===== src/rtl/apu_timer_sched.sv =====
// apu_timer_sched: time-multiplexed down-counter engine for the APU timers.
// A global tick launches a sweep that visits one channel per cycle through a
// single shared decrement/reload datapath. Ticks that arrive mid-sweep are
// queued in a small saturating counter. A tick that finds the queue full is
// dropped, and the drop is flagged as an overrun.
module apu_timer_sched #(
  parameter int N_TIMERS = 3,
  parameter int W_CTR    = 20,
  parameter int W_PEND   = 2
) (
  input  logic                          clk,
  input  logic                          rst,
  input  logic                          tick_i,
  input  logic [N_TIMERS-1:0]           en_i,
  input  logic [N_TIMERS-1:0]           reload_en_i,
  input  logic [N_TIMERS*W_CTR-1:0]     reload_i,
  input  logic                          wr_i,
  input  logic [$clog2(N_TIMERS)-1:0]   wr_sel_i,
  input  logic [W_CTR-1:0]              wr_data_i,
  input  logic [$clog2(N_TIMERS)-1:0]   rd_sel_i,
  output logic [W_CTR-1:0]              rd_data_o,
  output logic [N_TIMERS-1:0]           event_o,
  output logic                          busy_o,
  output logic                          overrun_o,
  input  logic                          overrun_clr_i
);

  localparam int W_IDX = $clog2(N_TIMERS);
  // Channel count widened by one bit so that out-of-range selects can be
  // detected without truncating N_TIMERS.
  localparam logic [W_IDX:0]    N_LIM    = (W_IDX+1)'(N_TIMERS);
  localparam logic [W_IDX-1:0]  LAST_IDX = W_IDX'(N_TIMERS - 1);
  localparam logic [W_PEND-1:0] PEND_MAX = {W_PEND{1'b1}};

  typedef enum logic {
    IDLE  = 1'b0,
    SWEEP = 1'b1
  } state_t;

  state_t              state_reg, state_next;
  logic [W_IDX-1:0]    idx_reg, idx_next;
  logic [W_PEND-1:0]   pend_reg, pend_next;
  logic                overrun_reg, overrun_next;
  logic                overrun_set;

  logic [W_CTR-1:0]    ctr_reg  [N_TIMERS];
  logic [W_CTR-1:0]    ctr_next [N_TIMERS];
  logic [N_TIMERS-1:0] event_reg, event_next;

  logic                wr_ok;

  // A write to a select beyond the last channel is ignored.
  assign wr_ok = wr_i && ({1'b0, wr_sel_i} < N_LIM);

  // Sweep control state, pending-tick queue and sticky overrun flag.
  always_ff @(posedge clk or posedge rst) begin
    if (rst) begin
      state_reg   <= IDLE;
      idx_reg     <= '0;
      pend_reg    <= '0;
      overrun_reg <= 1'b0;
    end else begin
      state_reg   <= state_next;
      idx_reg     <= idx_next;
      pend_reg    <= pend_next;
      overrun_reg <= overrun_next;
    end
  end

  // Next-state logic for the sweep FSM and queue. On the final channel of a
  // sweep, a queued tick (or one arriving that cycle) immediately starts the
  // next sweep with no idle gap.
  always_comb begin
    state_next  = state_reg;
    idx_next    = idx_reg;
    pend_next   = pend_reg;
    overrun_set = 1'b0;
    unique case (state_reg)
      IDLE: begin
        if (tick_i) begin
          state_next = SWEEP;
          idx_next   = '0;
        end
      end
      SWEEP: begin
        if (idx_reg == LAST_IDX) begin
          idx_next = '0;
          if (tick_i) begin
            // Arrival and consumption cancel; the queue depth is unchanged.
            pend_next = pend_reg;
          end else if (pend_reg != '0) begin
            pend_next = pend_reg - 1'b1;
          end else begin
            state_next = IDLE;
          end
        end else begin
          idx_next = idx_reg + 1'b1;
          if (tick_i) begin
            if (pend_reg == PEND_MAX) begin
              overrun_set = 1'b1;
            end else begin
              pend_next = pend_reg + 1'b1;
            end
          end
        end
      end
      default: begin
        state_next = IDLE;
        idx_next   = '0;
      end
    endcase
    // A new drop takes priority over a clear that arrives in the same cycle.
    if (overrun_set) begin
      overrun_next = 1'b1;
    end else if (overrun_clr_i) begin
      overrun_next = 1'b0;
    end else begin
      overrun_next = overrun_reg;
    end
  end

  // Shared counter datapath. A software write to a channel always wins.
  // Otherwise only the channel under the sweep index can reload or
  // decrement. A decrement from 1 to 0 raises that channel's event.
  always_comb begin
    event_next = '0;
    for (int i = 0; i < N_TIMERS; i++) begin
      ctr_next[i] = ctr_reg[i];
      if (wr_ok && (wr_sel_i == W_IDX'(i))) begin
        ctr_next[i] = wr_data_i;
      end else if ((state_reg == SWEEP) && (idx_reg == W_IDX'(i)) && en_i[i]) begin
        if (ctr_reg[i] == '0) begin
          if (reload_en_i[i]) begin
            ctr_next[i] = reload_i[i*W_CTR +: W_CTR];
          end
        end else begin
          ctr_next[i] = ctr_reg[i] - 1'b1;
          if (ctr_reg[i] == W_CTR'(1)) begin
            event_next[i] = 1'b1;
          end
        end
      end
    end
  end

  // Counter storage and the one-cycle expiry pulses.
  always_ff @(posedge clk or posedge rst) begin
    if (rst) begin
      for (int i = 0; i < N_TIMERS; i++) begin
        ctr_reg[i] <= '0;
      end
      event_reg <= '0;
    end else begin
      for (int i = 0; i < N_TIMERS; i++) begin
        ctr_reg[i] <= ctr_next[i];
      end
      event_reg <= event_next;
    end
  end

  // Read port shows committed counter state. An out-of-range select reads 0.
  always_comb begin
    rd_data_o = '0;
    if ({1'b0, rd_sel_i} < N_LIM) begin
      rd_data_o = ctr_reg[rd_sel_i];
    end
  end

  assign event_o   = event_reg;
  assign busy_o    = (state_reg == SWEEP);
  assign overrun_o = overrun_reg;

endmodule

===== config.mk =====
export PLATFORM = sky130hd
export DESIGN_NAME = apu_timer_sched
export DESIGN_NICKNAME = d
export VERILOG_FILES = /design/src/rtl/apu_timer_sched.sv
export SDC_FILE = /design/constraint.sdc
export NUM_CORES = 1
export LEC_CHECK = 0
export ABC_AREA = 1
export BUFFER_PORTS_ARGS = -buffer_cell sky130_fd_sc_hd__buf_2
export CAP_MARGIN = 0
export CORE_MARGIN = 2
export CORE_UTILIZATION = 35
export DETAILED_ROUTE_END_ITERATION = 10
export PLACE_DENSITY_LB_ADDON = 0.12
export SYNTH_ARGS = -nofsm -noshare
export SYNTH_HDL_FRONTEND = slang
export SYNTH_SLANG_ARGS = --single-unit

===== constraint.sdc =====
create_clock -name clk -period 2.1 [get_ports clk]
set_clock_uncertainty 0.15 [all_clocks]
set_input_delay 0.21 -clock clk [delete_from_list [all_inputs] [get_ports clk]]
set_output_delay 0.21 -clock clk [all_outputs]
set_load 0.02 [all_outputs]

==> results of run 1 <==
[kinds of logic (layout without fill, tap and decap cells)]
group / count (synthesis) / count (layout)
buffers and inverters: 143 / 312
AO/OA/AOI/OAI: 127 / 127
flip-flops: 69 / 69
AND/OR/NAND/NOR: 664 / 664
adder cells (fa/ha/maj): 9 / 9
XOR/XNOR: 13 / 13
[metal layers]
layer	wire length [um]	up-vias	track usage, %
met1	10800	3251	35.8
met2	11000	188	41.8
li1	-	3612	-
met5	0	-	0
met4	459	0	6.47
met3	1220	19	4.05
[through the flow]
stage | power, W | worst slack [ns] | utilization, % | cells | hold WS [ns]
floorplan | 0.00618 | 0.000138 | - | 1025 | 0.156
global placement | 0.00817 | 0.117 | 42.6 | 1396 | 0.184
detailed placement | 0.00819 | 0.0507 | 42.6 | 1396 | 0.185
CTS | 0.00972 | 0.00991 | 44.6 | 1419 | 0.00112
global route | 0.0106 | 0.00413 | 44.7 | 1419 | 0.0143
finish | 0.00975 | 0.141 | 44.7 | 1419 | 0.00639
[placed cells by master, fill, tap and decap left out, types with 16 or more instances in the layout]
master	netlist	final
a21oi_1	68	68
buf_2	8	119
buf_4	2	55
dfrtp_1	69	69
inv_1	105	102
nand2_1	251	251
nand3_1	115	114
nand4_1	16	16
nor2_1	221	218
nor2_2	16	19
o21ai_0	29	29
o22ai_1	16	16
[area by class of cell]
cell class / instances / area (um2)
flip-flops and latches: 69 / 1730
clock inverters: 1 / 5.00
well taps: 225 / 282
repair buffers: 185 / 1150
multi-input cells: 813 / 3900
inverters: 112 / 423
fillers: 1915 / 9600
clock buffers: 14 / 274
[power by group through the flow]
stage,Combinational (W),Clock [W],Sequential [W]
final,0.00569,0.00149,0.00257
after global routing,0.00637,0.00157,0.00265
after CTS,0.00565,0.00151,0.00256
after detailed placement,0.00562,0,0.00256
after global placement,0.00561,0,0.00256
after floorplan,0.00362,0,0.00256
[worst min-delay path, cell delays in order]
cell	delay [ns]
buf_2	0.12
nand2_1	0.06
nand3_1	0.07
[cell usage after synthesis, types with 7 or more instances]
cell / number
o21ai_0: 29
nor2_1: 221
nand2_2: 9
o22ai_1: 16
buf_2: 8
nand3_1: 115
nand2_1: 251
ha_1: 9
inv_1: 105
xor2_1: 9
a21oi_1: 68
nand3b_1: 7
buf_6: 8
clkbuf_1: 9
dfrtp_1: 69
nand4_1: 16
nor2_2: 16
[path summary, 6_finish.rpt]
path                               from           to  slack [ns]  cells after the start
setup reg to reg             ctr_reg[0]   ctr_reg[2]        0.14                     11
hold reg to reg             pend_reg[0]  pend_reg[0]        0.35                      1
min in group asynchronous           rst  pend_reg[0]        0.35                      4
max in group asynchronous           rst  ctr_reg[20]        1.11                      4
hold / removal             wr_data_i[8]   ctr_reg[8]       0.006                      3
setup / recovery             ctr_reg[0]   ctr_reg[2]        0.14                     11
[timing repair]
action	CTS	global route
hold buffers	8	0
gates resized for setup	0	6
endpoints found under the hold margin	76	0
endpoints found under the setup margin	0	24
==> flow_summary.toml, run 1 <==
[run_status]
status = "completed"

[finish]
design_area_um2 = 7760
nets = 1294
syn_to_final_growth_pct = 24.5
largest_reg_flops = 60
diodes = 0
drive_above_1_share_pct = 21.3

[synthesis]
ys_warn_count = 0
syn_area_um2 = 6230
ys_types = 41
synth_compound_area_share_pct = 11.0
synth_fa_ha_area_share_pct = 1.81
synth_fp_nets = 1129
synth_top_family_by_area = "simple AND/OR/NAND/NOR gates"
synth.avg_cell_area_um2 = 6.08
synth_xor_area_share_pct = 1.83
synth_mux_area_share_pct = 0
syn_inst = 1025
yosys-top-cells-area = "dfrtp_1, nand2_1, nor2_1"
yosysTopAreaCell = "dfrtp_1"
synth_edf_count = 0
synth_top_area_share_pct = 27.7
synthArstFlopShare_pct = 100
ys_seq_area_share_pct = 27.7
ys_ff_latch = 69
synth_ff_type = "dfrtp_1"
synthSimpleGateAreaFrac_pct = 47.7

[power]
power.density_nw_per_um2 = 1260
internal_power_w = 0.00496
power_frac_seq_pct = 26.4
swShare_pct = 49.1
combPwrFrac_pct = 58.3
switchingPower_w = 0.00479
vdd_drop_max_v = 0.000478
p_leak_nw = 4.09
pwr-share-clk_pct = 15.3

[clock_network]
tritoncts = "yes"
clk_latency_ns = 0.35
cts_buffers = 9
path_clk_slew_ns = 0.06
clockBufferDepth = 2
cts-root-buf = "clkbuf_16"
cts_sinks = 69
cts_max_level = 3
post_cts_buffers = 0

[floorplanning]
die_x_um = 137
core-area_um2 = 17400
die_area_um2 = 18900
start_util_pct = 35.9
fp-row-count = 48
dieHeight_um = 137
io-pin-count = 120

[critical_path]
cp_cell_sequence = "inv_2, ha_1, nand2_1, inv_1, nand3_4, buf_4, inv_4, nand2_1, o21ai_0, nand2_1, nand2_1"
critPathSlowestCell = "dfrtp_1"
startpoint_type = "flop"
cp-end-kind = "flop"
cp_top_family = "buffers and inverters"
worstPathMaxFanout = 14
cpPeakStageDelay_ns = 0.42
cp_common_cell = "nand2_1"
worstPathRequired_ns = 2.24
cp.arrival_ns = 2.09
path_buf_inv = 4
crit_type = "reg2reg"

[detailed_routing]
vias_per_cell = 4.98
vias = 7070
dr.first_iter.drc_count = 441
ant_nets = 0
wire_per_inst_um = 16.6
route.detailed.drc = 0
drt_pass1_iterations = 5
routed_wl_mm = 23.6

[flow_run]
drv_cap = 0

[timing]
worstMarginPinSlew_ns = 0.588
max_freq_mhz = 510
finalSetupViolCount = 0
period_needed_ns = 1.96
period_share_pct = 93.3
rsz0062_at_grt = "no"
fin_setup_tns_ns = 0
hold_viol_final = 0
slew_headroom_pct = 60.7
slew_viol_final = 0

[place]
gp_congestion = 0.924
io_buffers = 119
placed_cell_area_um2 = 7390
dp_hpwl_mm = 18.7

[global_route]
grt_max_degree = 70
grt_pass1_vias = 6786
grt_overflow = 0
grt_pass1_wl_mm = 36.8
antenna_found_initial = 0
grt_usage_pct = 25.8

[hold_path]
hold_path_class = "in2reg"
Power figures use the tool's default switching activity.
==> run 2: changes to the inputs <==
Settings changed: CELL_PAD_IN_SITES_DETAIL_PLACEMENT set to 0, CELL_PAD_IN_SITES_GLOBAL_PLACEMENT set to 1, CTS_CLUSTER_SIZE set to 8.
==> flow_summary.toml, run 2 (same netlist as run 1, synthesis figures left out) <==
[detailed_routing]
vias_per_cell = 5.04
dr.first_iter.drc_count = 609
route.detailed.drc = 0
wire_per_inst_um = 17.4
ant_nets = 0
drt_pass1_iterations = 5
routed_wl_mm = 24.8
vias = 7170

[clock_network]
cts_buffers = 9
tritoncts = "yes"
cts_max_level = 3
clockBufferDepth = 2
clk_latency_ns = 0.35
cts_sinks = 69
path_clk_slew_ns = 0.06
cts-root-buf = "clkbuf_16"
post_cts_buffers = 0

[floorplanning]
die_x_um = 137
io-pin-count = 120
dieHeight_um = 137
core-area_um2 = 17400
die_area_um2 = 18900
start_util_pct = 35.9
fp-row-count = 48

[finish]
fin_cells = 1422
multiInputGateArea_um2 = 3910
syn_to_final_growth_pct = 25.2
seq_area_um2 = 1730
mostFrequentLayoutCell = "nand2_1"
drive_above_1_share_pct = 21.6
final_cell_mix = "nand2_1, nor2_1, buf_2, nand3_1, inv_1"
diodes = 0
nFillCells = 1937
nets = 1298
largest_reg_flops = 60

[critical_path]
cp.arrival_ns = 1.61
crit_type = "reg2out"
worstPathRequired_ns = 1.74
ff2ff_setup_slack_ns = 0.13
r2r_cells = 9
startpoint_type = "flop"
worstPathMaxFanout = 4
cp-end-kind = "output pin"
timing.rr.start = "ctr_reg[37]"
r2r-end = "ctr_reg[23]"

[hold_path]
hold_path_class = "in2reg"
min_from = "wr_data_i[12]"
min_path_cells = 3
min_delay_worst_endpoint = "ctr_reg[52]"

[power]
combPwrFrac_pct = 59.0
power_frac_seq_pct = 26.1
p_leak_nw = 4.10
p_total_w = 0.00977
power.density_nw_per_um2 = 1250
vdd_drop_max_v = 0.000472
pwr-share-clk_pct = 14.9
internal_power_w = 0.00492
switchingPower_w = 0.00485
swShare_pct = 49.7

[place]
dp_hpwl_mm = 19.8
gp_congestion = 0.873
dp_cells = 1400
io_buffers = 119

[timing]
slew_viol_final = 0
period_needed_ns = 1.97
finalSetupViolCount = 0
worstMarginPinSlew_ns = 0.585
hold_viol_final = 0
slew_headroom_pct = 60.9
fin_setup_tns_ns = 0
max_freq_mhz = 508
hold_ws_ns = 0.00484
rsz0062_at_grt = "no"
period_share_pct = 93.8

[run_status]
status = "completed"

[global_route]
grt_usage_pct = 27.1
grt_pass1_vias = 6687
grt_max_degree = 31
antenna_found_initial = 0
grt_pass1_wl_mm = 38.1
grt_overflow = 0

[flow_run]
drv_cap = 0
[run 2: changes by cell type in the layout (fill, tap and decap cells not counted), sizes merged]
cell / delta
buf: +4
clkbuf: -2
clkinv: +1
clkinvlp: +1
inv: -1
[run 2: metal layers]
metal / vias up / GRT usage (%) / wire length (um)
met1: 3268 / 38.7 / 11800
met3: 33 / 3.53 / 1350
met5: - / 0 / 0
li1: 3637 / - / -
met2: 232 / 41.5 / 10800
met4: 0 / 10.8 / 775
[run 2: power groups by stage]
| stage | clock network [W] | logic [W] | registers [W] |
|---|---|---|---|
| floorplan | 0 | 0.00362 | 0.00256 |
| global placement | 0 | 0.00568 | 0.00255 |
| detailed placement | 0 | 0.00569 | 0.00255 |
| CTS | 0.00147 | 0.00573 | 0.00254 |
| global route | 0.00152 | 0.00644 | 0.00264 |
| finish | 0.00146 | 0.00577 | 0.00255 |
[run 2: worst max path at each step]
stage / slack, ns / end / from
global route: 0.001 / ctr_reg[53] / ctr_reg[45]
floorplan: 0.0001 / busy_o / rst
global placement: 0.06 / ctr_reg[55] / ctr_reg[40]
CTS: 0.11 / ctr_reg[47] / ctr_reg[40]
finish: 0.13 / rd_data_o[12] / ctr_reg[52]
detailed placement: -0.01 / ctr_reg[51] / ctr_reg[40]
[run 2: what timing repair did]
item / CTS / global route
hold buffers: 8 / 0
endpoints found under the setup margin: 9 / 9
gates resized for setup: 1 / 7
hold endpoints to repair: 26 / 0
[run 2: area by class of cell]
type	instances	share of cell area, %
multi-input cells	813	50.1
flip-flops and latches	69	22.1
repair buffers	189	15.3
inverters	112	5.50
well taps	225	3.61
clock buffers	12	3.29
clock inverters	2	0.128
[run 2: worst max-delay path: stages, from the launching register on]
cell and delay (ns):
dfrtp_1 0.35, buf_4 0.13, inv_1 0.05, nor2_1 0.26
a21oi_1 0.12, o22ai_1 0.16, buf_2 0.20
[run 2: stage by stage]
stage	utilization, %	area (um2)	setup slack (ns)
2_1_floorplan	-	6230	0.000138
6_report	44.9	7800	0.131
4_1_cts	44.8	7780	0.108
5_1_grt	44.9	7800	0.00115
3_3_place_gp	42.8	7430	0.0588
3_5_place_dp	42.8	7430	-0.0105
